--- config.mk ---
export PLATFORM = sky130hd
export DESIGN_NAME = i2c_reg_master
export DESIGN_NICKNAME = d
export VERILOG_FILES = /design/src/rtl/i2c_reg_master.sv
export SDC_FILE = /design/constraint.sdc
export NUM_CORES = 1
export LEC_CHECK = 0
export CAP_MARGIN = 30
export CORE_MARGIN = 10
export CORE_UTILIZATION = 35
export DETAILED_ROUTE_END_ITERATION = 8
export GPL_ROUTABILITY_DRIVEN = 0
export SLEW_MARGIN = 20
export SYNTH_ARGS = -nofsm -noshare
export SYNTH_HDL_FRONTEND = slang
export SYNTH_SLANG_ARGS = --single-unit
--- constraint.sdc ---
create_clock -name clk -period 3.9 [get_ports clk]
set_input_delay 0.78 -clock clk [delete_from_list [all_inputs] [get_ports clk]]
set_output_delay 0.78 -clock clk [all_outputs]
set_load 0.005 [all_outputs]
--- src/rtl/i2c_reg_master.sv ---
// i2c_reg_master: single-master I2C register read/write initiator with clock-stretch timeout
module i2c_reg_master #(
  parameter int CLK_DIV = 25,
  parameter int STRETCH_TIMEOUT = 100000
) (
  input  logic        clk,
  input  logic        rst,
  input  logic        cmd_valid,
  output logic        cmd_ready,
  input  logic        cmd_rw,
  input  logic [6:0]  cmd_dev_addr,
  input  logic [7:0]  cmd_reg_addr,
  input  logic [1:0]  cmd_len,
  input  logic [31:0] wr_data,
  output logic [31:0] rd_data,
  output logic        done,
  output logic [1:0]  err,
  output logic        busy,
  input  logic        scl_i,
  input  logic        sda_i,
  output logic        scl_oe,
  output logic        sda_oe
);
  localparam int CW = $clog2(CLK_DIV + 2);
  localparam int TW = $clog2(STRETCH_TIMEOUT + 1);
  localparam logic [CW-1:0] LAST_N = CW'(CLK_DIV - 1);
  localparam logic [CW-1:0] LAST_W = CW'(CLK_DIV + 1);
  localparam logic [TW-1:0] T_MAX = TW'(STRETCH_TIMEOUT);
  typedef enum logic [3:0] {IDLE, START, ADDR_W, REG, WDATA, RSTART, ADDR_R, RDATA, STOP, FIN} state_t;
  state_t state, state_n;
  logic [1:0] phase, len, err_n, scl_q, sda_q, byten;
  logic [CW-1:0] cnt;
  logic [TW-1:0] tcnt;
  logic [3:0] bitn;
  logic [7:0] sh, tx, reg_a;
  logic [6:0] dev;
  logic [31:0] wd;
  logic rw, nack, scl_s, sda_s, in_byte, st_unit, wait_p, adv, last, stall, abort, unit_end;
  assign scl_s = scl_q[1];
  assign sda_s = sda_q[1];
  assign cmd_ready = state == IDLE;
  assign busy = state != IDLE;
  assign done = state == FIN;
  // Release phases carry a 2-cycle preamble covering synchronizer latency, then count only while SCL reads high
  always_comb begin
    in_byte = state inside {ADDR_W, REG, WDATA, ADDR_R, RDATA};
    st_unit = state == START || state == RSTART;
    wait_p = in_byte ? phase == 2'd2 : st_unit ? phase == 2'd0 : state == STOP && phase == 2'd1;
    adv = !wait_p || cnt < CW'(2) || scl_s;
    last = adv && cnt == (wait_p ? LAST_W : LAST_N);
    stall = wait_p && !adv;
    abort = stall && tcnt == T_MAX;
    unit_end = last && phase == 2'd3;
    tx = state == ADDR_W ? {dev, 1'b0} : state == ADDR_R ? {dev, 1'b1} : state == REG ? reg_a :
         state == WDATA ? wd[{byten, 3'b000} +: 8] : 8'hFF;
    scl_oe = in_byte ? !phase[1] : state == STOP && phase == 2'd0;
    sda_oe = in_byte ? (bitn[3] ? state == RDATA && byten != len : !tx[3'd7 - bitn[2:0]]) :
             st_unit ? phase[1] : state == STOP && phase != 2'd3;
  end
  always_comb begin
    state_n = state;
    err_n = err;
    if (state == IDLE) begin
      if (cmd_valid) begin
        state_n = START;
        err_n = 2'd0;
      end
    end else if (abort) begin
      state_n = FIN;
      err_n = 2'd3;
    end else if (state == FIN) begin
      state_n = IDLE;
    end else if (unit_end && (!in_byte || bitn[3])) begin
      case (state)
        START:   state_n = ADDR_W;
        RSTART:  state_n = ADDR_R;
        STOP:    state_n = FIN;
        ADDR_W:  state_n = nack ? STOP : REG;
        ADDR_R:  state_n = nack ? STOP : RDATA;
        REG:     state_n = nack ? STOP : rw ? RSTART : WDATA;
        WDATA:   state_n = nack || byten == len ? STOP : WDATA;
        RDATA:   state_n = byten == len ? STOP : RDATA;
        default: state_n = state;
      endcase
      if (nack && state inside {ADDR_W, ADDR_R}) err_n = 2'd1;
      if (nack && state inside {REG, WDATA}) err_n = 2'd2;
    end
  end
  always_ff @(posedge clk) begin
    if (rst) begin
      state <= IDLE;
      phase <= '0;
      cnt <= '0;
      tcnt <= '0;
      bitn <= '0;
      byten <= '0;
      err <= '0;
      rd_data <= '0;
      scl_q <= 2'b11;
      sda_q <= 2'b11;
    end else begin
      scl_q <= {scl_q[0], scl_i};
      sda_q <= {sda_q[0], sda_i};
      state <= state_n;
      err <= err_n;
      tcnt <= stall ? tcnt + TW'(1) : '0;
      cnt <= (last || state == IDLE) ? '0 : cnt + CW'(adv);
      phase <= state == IDLE ? 2'd0 : phase + 2'(last);
      if (state == IDLE) begin
        bitn <= '0;
        byten <= '0;
      end else if (unit_end && in_byte) begin
        bitn <= bitn[3] ? 4'd0 : bitn + 4'd1;
        if (bitn[3]) byten <= state_n == state ? byten + 2'd1 : 2'd0;
      end
      if (in_byte && phase == 2'd2 && last) begin
        if (bitn[3]) nack <= sda_s;
        else sh <= {sh[6:0], sda_s};
      end
      if (state == RDATA && unit_end && bitn[3]) rd_data[{byten, 3'b000} +: 8] <= sh;
      if (state == IDLE && cmd_valid) begin
        rw <= cmd_rw;
        dev <= cmd_dev_addr;
        reg_a <= cmd_reg_addr;
        len <= cmd_len;
        wd <= wr_data;
        rd_data <= '0;
      end
    end
  end
endmodule

==> results of run 1 <==
[flip-flops by register name, summed over array words and instances, names as in the netlist, 4 cells and up]
signal and count:
bitn 4, cnt 5, dev 7, rd_data 32, reg_a 8, sh 8, state 4, tcnt 17
wd 32
[power breakdown]
part | switching (mW) | internal, mW | total [mW]
combinational | 0.0620 | 0.0766 | 0.139
sequential | 0.0115 | 1.47 | 1.48
clock | 0.557 | 0.994 | 1.55
total | 0.630 | 2.54 | 3.17
[critical path: cells and delay by family (launching register included)]
family | cells | cell delay (ns)
simple gates | 2 | 0.24
buf+inv | 2 | 0.72
mux | 1 | 0.49
compound gates | 3 | 0.67
flops | 1 | 0.39
[Yosys cell counts (all sizes together) (3+ instances only)]
cell type	number	area share
nor4	8	0.0087
nor3	10	0.0095
ha	11	0.024
dfxtp	72	0.25
a211oi	3	0.0039
and2	3	0.0033
o2111ai	5	0.0076
or2	7	0.0076
mux4	10	0.039
edfxtp	59	0.31
o31ai	4	0.0052
nor2	49	0.032
nor3b	4	0.0052
inv	10	0.0065
o211ai	3	0.0039
a311oi	3	0.0046
o21ai	43	0.037
nand3	45	0.039
nand2b	9	0.0098
a21oi	19	0.018
nor2b	3	0.0033
clkbuf	20	0.013
or3b	4	0.0061
xnor2	10	0.015
nand2	53	0.035
nor4b	3	0.0056
and3	4	0.0043
xor2	14	0.021
buf	13	0.011
nand4	5	0.0054
or4b	3	0.0052
[how the worst max path moves through the flow]
stage,cells after the start,from,endpoint
floorplan,6,state[0],dev[0]
global placement,8,byten[0],sda_oe
detailed placement,8,byten[0],sda_oe
CTS,7,byten[1],sda_oe
global route,7,state[1],sda_oe
finish,8,byten[0],sda_oe
[cells by family after synthesis]
kind of cell,after synthesis,share of synthesized area
and+or+nand+nor,222,0.198
adders and majority gates,11,0.0239
buffers and inverters,43,0.0306
xor gates and xnor gates,24,0.0365
muxes,13,0.0445
DFF,131,0.557
AOI/OAI and AO/OA,99,0.109
[layout by cell type, fill, tap and decap left out, drive strengths merged, types with 4 or more instances in the layout]
cell           instances
clkdlybuf4s50         93
dfxtp                 72
edfxtp                59
nand2                 53
nor2                  49
nand3                 45
o21ai                 43
clkbuf                27
a21oi                 19
buf                   15
xor2                  14
inv                   12
ha                    11
mux4                  10
xnor2                 10
nor3                  10
nand2b                 9
nor4                   8
or2                    7
nand4                  5
o2111ai                5
nor3b                  4
and3                   4
or3b                   4
o31ai                  4
[cell type report]
type                       instances  area share
sequential                       131       0.426
multi-input combinational        369       0.317
timing repair buffer             108       0.138
clock buffer                      27      0.0750
tap                              216      0.0357
inverter                          10     0.00497
clock inverter                     5     0.00397
[repair_timing]
action                     CTS  global route
pin swaps                    0             0
resized for setup            1             4
setup endpoints to repair    1             1
hold endpoints to repair     0             0
buffers inserted             0             0
[through the flow]
step | worst slack (ns) | hold WS [ns] | utilization | instance area [um2] | total power, mW
2_1_floorplan | 0.351 | 0.389 | - | 5770 | 1.56
3_3_place_gp | 0.417 | 0.402 | 0.434 | 6950 | 1.64
3_5_place_dp | 0.377 | 0.406 | 0.434 | 6950 | 1.65
4_1_cts | 0.00251 | 0.427 | 0.472 | 7550 | 3.21
5_1_grt | 0.00300 | 0.438 | 0.472 | 7560 | 3.28
6_report | 0.201 | 0.421 | 0.472 | 7560 | 3.17
[routing by layer]
metal / vias to the layer above / track usage / wire length, um
met3: 22 / 0.0516 / 1050
met4: 0 / 0.0481 / 214
met5: - / 0 / 0
met1: 2028 / 0.158 / 6290
met2: 145 / 0.197 / 6230
li1: 2177 / - / -
==> impl_metrics.csv, run 1 <==
group,metric,value,unit
global_route,grt_pass1_wl,22.6,mm
global_route,grt_pass1_vias,4324,
critical_path,critical_path_class,"reg2out",
sta,final_max_slew_viol_count,0,
synthesis,syn_avg_cell_area,10.6,um2
die,rows,46,
drt,drt-pass1-iter-count,7,
synthesis,syn_inst,543,
drt,drtIter0Drc,299,
clock_network,ctsHoldBuffers,0,
final_layout,layout.cells.non_filler,866,
worst_hold_path,worstHoldPathCells,1,
critical_path,r2r_cells,7,
place,hpwl,10.3,mm
critical_path,worst_setup_path_end_kind,"primary output",
die,die_width,148,um
worst_hold_path,min_path_type,"reg2reg",
critical_path,required,3.12,ns
sta,rsz0062_at_grt,"no",
global_route,grt_max_degree,51,
place,io_buffers,93,
clock_network,cts_buffers,17,
die,io_pins,94,
global_route,antenna_found_initial,0,
critical_path,max_stage_delay,0.56,ns
final_layout,fillers,1475,
drt,routed_wirelength,13.8,mm
final_layout,seq_area,3220,um2
critical_path,r2r-end,"state[3]",
sta,setup_violations,0,
critical_path,path_cells,"buf_4, mux4_2, nor3_1, nor2_1, o31ai_1, a21oi_1, o31ai_2, clkdlybuf4s50_1",
critical_path,worst-r2r-setup-slack,1.02,ns
clock_network,clk_pin_slew,0.06,ns
final_layout,synthToLayoutAreaGrowth,31.1,%
drt,wire_per_inst,15.9,um
clock_network,cts_num_sinks,131,
sta,period_needed,3.70,ns
synthesis,synth_edf_count,59,
die,fp.dieArea,22000,um2
sta,skew,0.00748,ns
synthesis,yosysWarnings,0,
die,core-area,16000,um2
final_layout,layout-drive-gt1-share,0.120,
drt,vias,4372,
synthesis,synthArstFlopShare,0,
clock_network,root_buffer,"clkbuf_16",
sta,timing_hold_violations_final,0,
final_layout,diodes,0,
synthesis,ys_seq_area_frac,0.557,
die,initial_core_util,0.360,
sta,fmax,270,MHz
synthesis,synth_flop_cell,"dfxtp_1",
critical_path,critPathSlowestCell,"clkdlybuf4s50_1",
sta,worstMarginPinSlew,0.658,ns
global_route,grt_use_total,0.128,
clock_network,clock_latency,0.41,ns
sta,relSlewSlack,0.560,
drt,drtAntennaViolNets,0,
synthesis,ys_types,65,
synthesis,syn_area,5770,um2
final_layout,nets,703,
power_and_ir_drop,power.leakage,2.47,nW
clock_network,cts_buffer_depth,2,
power_and_ir_drop,p_per_area,419,nW/um2
critical_path,worst-path-max-fanout,6,
global_route,grt-ovfl-total,0,
critical_path,r2r_start,"state[0]",
critical_path,cp_data_arrival_time,2.92,ns
place,dp_cells,834,
clock_network,cts_tree,"yes",
worst_hold_path,min_to,"sda_q[1]",
drt,route.detailed.drc,0,
flow_run,cap_viol_max_count,0,
critical_path,start_kind,"flop",
power_and_ir_drop,irDropWorstVdd,0.322,mV
drt,via_per_inst,5.05,
sta,setup-tns-final,0,ns
run_status,run_status,"finished, final reports clean",
synthesis,synth_fp_nets,609,
worst_hold_path,worstHoldStart,"sda_q[0]",
sta,period_share,0.948,
die,die_y,148,um
clock_network,htree_levels,4,
synthesis,ys_seq_elements,131,
final_layout,multi_input_area,2390,um2
Note: power is estimated with default switching activity, not from simulation.
==> run 2, diff against run 1 <==
Settings changed: CORE_ASPECT_RATIO from default to 1.4, RECOVER_POWER from default to 25, REMOVE_ABC_BUFFERS from default to 1.
==> run 2 against run 1 <==
Compared with the run above: worst setup slack got worse by 0.075 ns; core utilization fell by 0.45 points; clock-buffer cell count is 10 lower; global-route usage grew 0.088 points; worst hold slack lost 0.0080 ns; critical path depth did not move; highest routed layer unchanged.
==> impl_metrics.csv, run 2 (synthesized netlist as in run 1, its figures left out) <==
group,metric,value,unit
sta,holdWs,0.413,ns
power_and_ir_drop,power.leakage,2.49,nW
final_layout,nets,707,
die,die_y,172,um
sta,skew,0.0100,ns
power_and_ir_drop,p_per_area,423,nW/um2
sta,final_max_slew_viol_count,0,
sta,setup-tns-final,0,ns
final_layout,diodes,0,
sta,relSlewSlack,0.516,
final_layout,fin_util,0.468,
die,initial_core_util,0.357,
critical_path,cp_data_arrival_time,2.99,ns
global_route,grt_use_total,0.129,
clock_network,cts_tree,"yes",
critical_path,worst_setup_path_end_kind,"primary output",
sta,setup_violations,0,
die,io_pins,94,
sta,worstMarginPinSlew,0.723,ns
die,die_width,128,um
drt,drtAntennaViolNets,0,
critical_path,r2r_cells,7,
final_layout,layout-drive-gt1-share,0.125,
power_and_ir_drop,power.total,3.20,mW
final_layout,synthToLayoutAreaGrowth,31.3,%
die,core-area,16200,um2
sta,fmax,265,MHz
clock_network,ctsHoldBuffers,0,
critical_path,worst-path-max-fanout,6,
flow_run,cap_viol_max_count,0,
clock_network,clk_pin_slew,0.06,ns
drt,drt-pass1-iter-count,5,
sta,period_needed,3.77,ns
clock_network,cts_num_sinks,131,
place,io_buffers,93,
drt,vias,4417,
clock_network,cts_buffers,17,
sta,fin_ws,0.126,ns
drt,via_per_inst,5.18,
worst_hold_path,min_path_type,"reg2reg",
critical_path,start_kind,"flop",
sta,rsz0062_at_grt,"no",
place,hpwl,10.5,mm
power_and_ir_drop,irDropWorstVdd,0.243,mV
die,fp.dieArea,22100,um2
drt,wire_per_inst,16.5,um
drt,routed_wirelength,14.0,mm
critical_path,critical_path_class,"reg2out",
drt,drtIter0Drc,334,
final_layout,reg_top3,"rd_data x32, wd x32, tcnt x17",
clock_network,cts_setup_buffers,0,
global_route,grt-ovfl-total,0,
worst_hold_path,worstHoldPathCells,1,
final_layout,final_common_cell,"dfxtp_1",
critical_path,required,3.12,ns
drt,route.detailed.drc,0,
clock_network,htree_levels,4,
global_route,antenna_found_initial,0,
sta,timing_hold_violations_final,0,
global_route,grt_pass1_wl,22.9,mm
run_status,run_status,"finished, final reports clean",
clock_network,clock_latency,0.41,ns
sta,period_share,0.968,
clock_network,cts_buffer_depth,2,
final_layout,final_cell_mix,"71 x dfxtp_1, 59 x edfxtp_1, 53 x nand2_1",
die,rows,55,
clock_network,root_buffer,"clkbuf_16",
place,dpl_worst_slack,0.414,ns
global_route,grt_max_degree,51,
global_route,grt_pass1_vias,4546,
## run 2: changes by cell type in the layout (fill, tap and decap cells not counted), moves of 3 or more
cell / delta
buf_4: +3
clkbuf_1: -3
clkbuf_16: -3
clkbuf_8: -4
clkdlybuf4s50_1: -48
clkinv_4: +3
dlygate4sd3_1: +48
inv_6: +4
## run 2: repair_timing
action	4_1_cts	5_1_grt
endpoints found under the setup margin	1	0
hold endpoints to repair	0	0
gates resized for setup	1	0
## run 2: final timing paths
kind                               start        to  slack [ns]
worst max-delay path            byten[0]    sda_oe        0.13
worst min-delay path            sda_q[0]  sda_q[1]        0.41
worst max register to register  state[0]  state[3]        0.77
worst min register to register  sda_q[0]  sda_q[1]        0.41
## run 2: report_power, final
group	switching (mW)	total [mW]	internal, mW
clock network	0.637	1.60	0.959
logic	0.0618	0.129	0.0672
registers	0.0131	1.48	1.46
total	0.712	3.20	2.49
## run 2: worst max-delay path: stages (launching register included)
cell and delay (ns):
dfxtp_2 0.41, buf_12 0.15, mux4_2 0.50, mux2i_1 0.15
o21ai_0 0.11, a311oi_1 0.28, nor4_1 0.09, o31ai_1 0.31
clkdlybuf4s50_1 0.58
## run 2: routing by layer
| metal | global-route usage | vias up | part of all wire |
|---|---|---|---|
| li1 | - | 2191 | - |
| met4 | 0.0510 | 0 | 0.013 |
| met1 | 0.141 | 2086 | 0.41 |
| met5 | 0 | - | 0 |
| met3 | 0.0420 | 13 | 0.065 |
| met2 | 0.225 | 127 | 0.51 |
## run 2: metrics by stage
stage / std cells / cell area [um2]
global route: 853 / 7570
CTS: 853 / 7570
floorplan: 510 / 5630
finish: 853 / 7570
detailed placement: 821 / 6970
global placement: 821 / 6970
## run 2: layout make-up
class                   instances  area, um2
multi-input cells             369       2390
flip-flops and latches        131       3210
clock inverters                15        169
inverters                      10       37.5
well taps                     199        249
clock buffers                  17        425
fillers                      1496       8600
repair buffers                112       1090
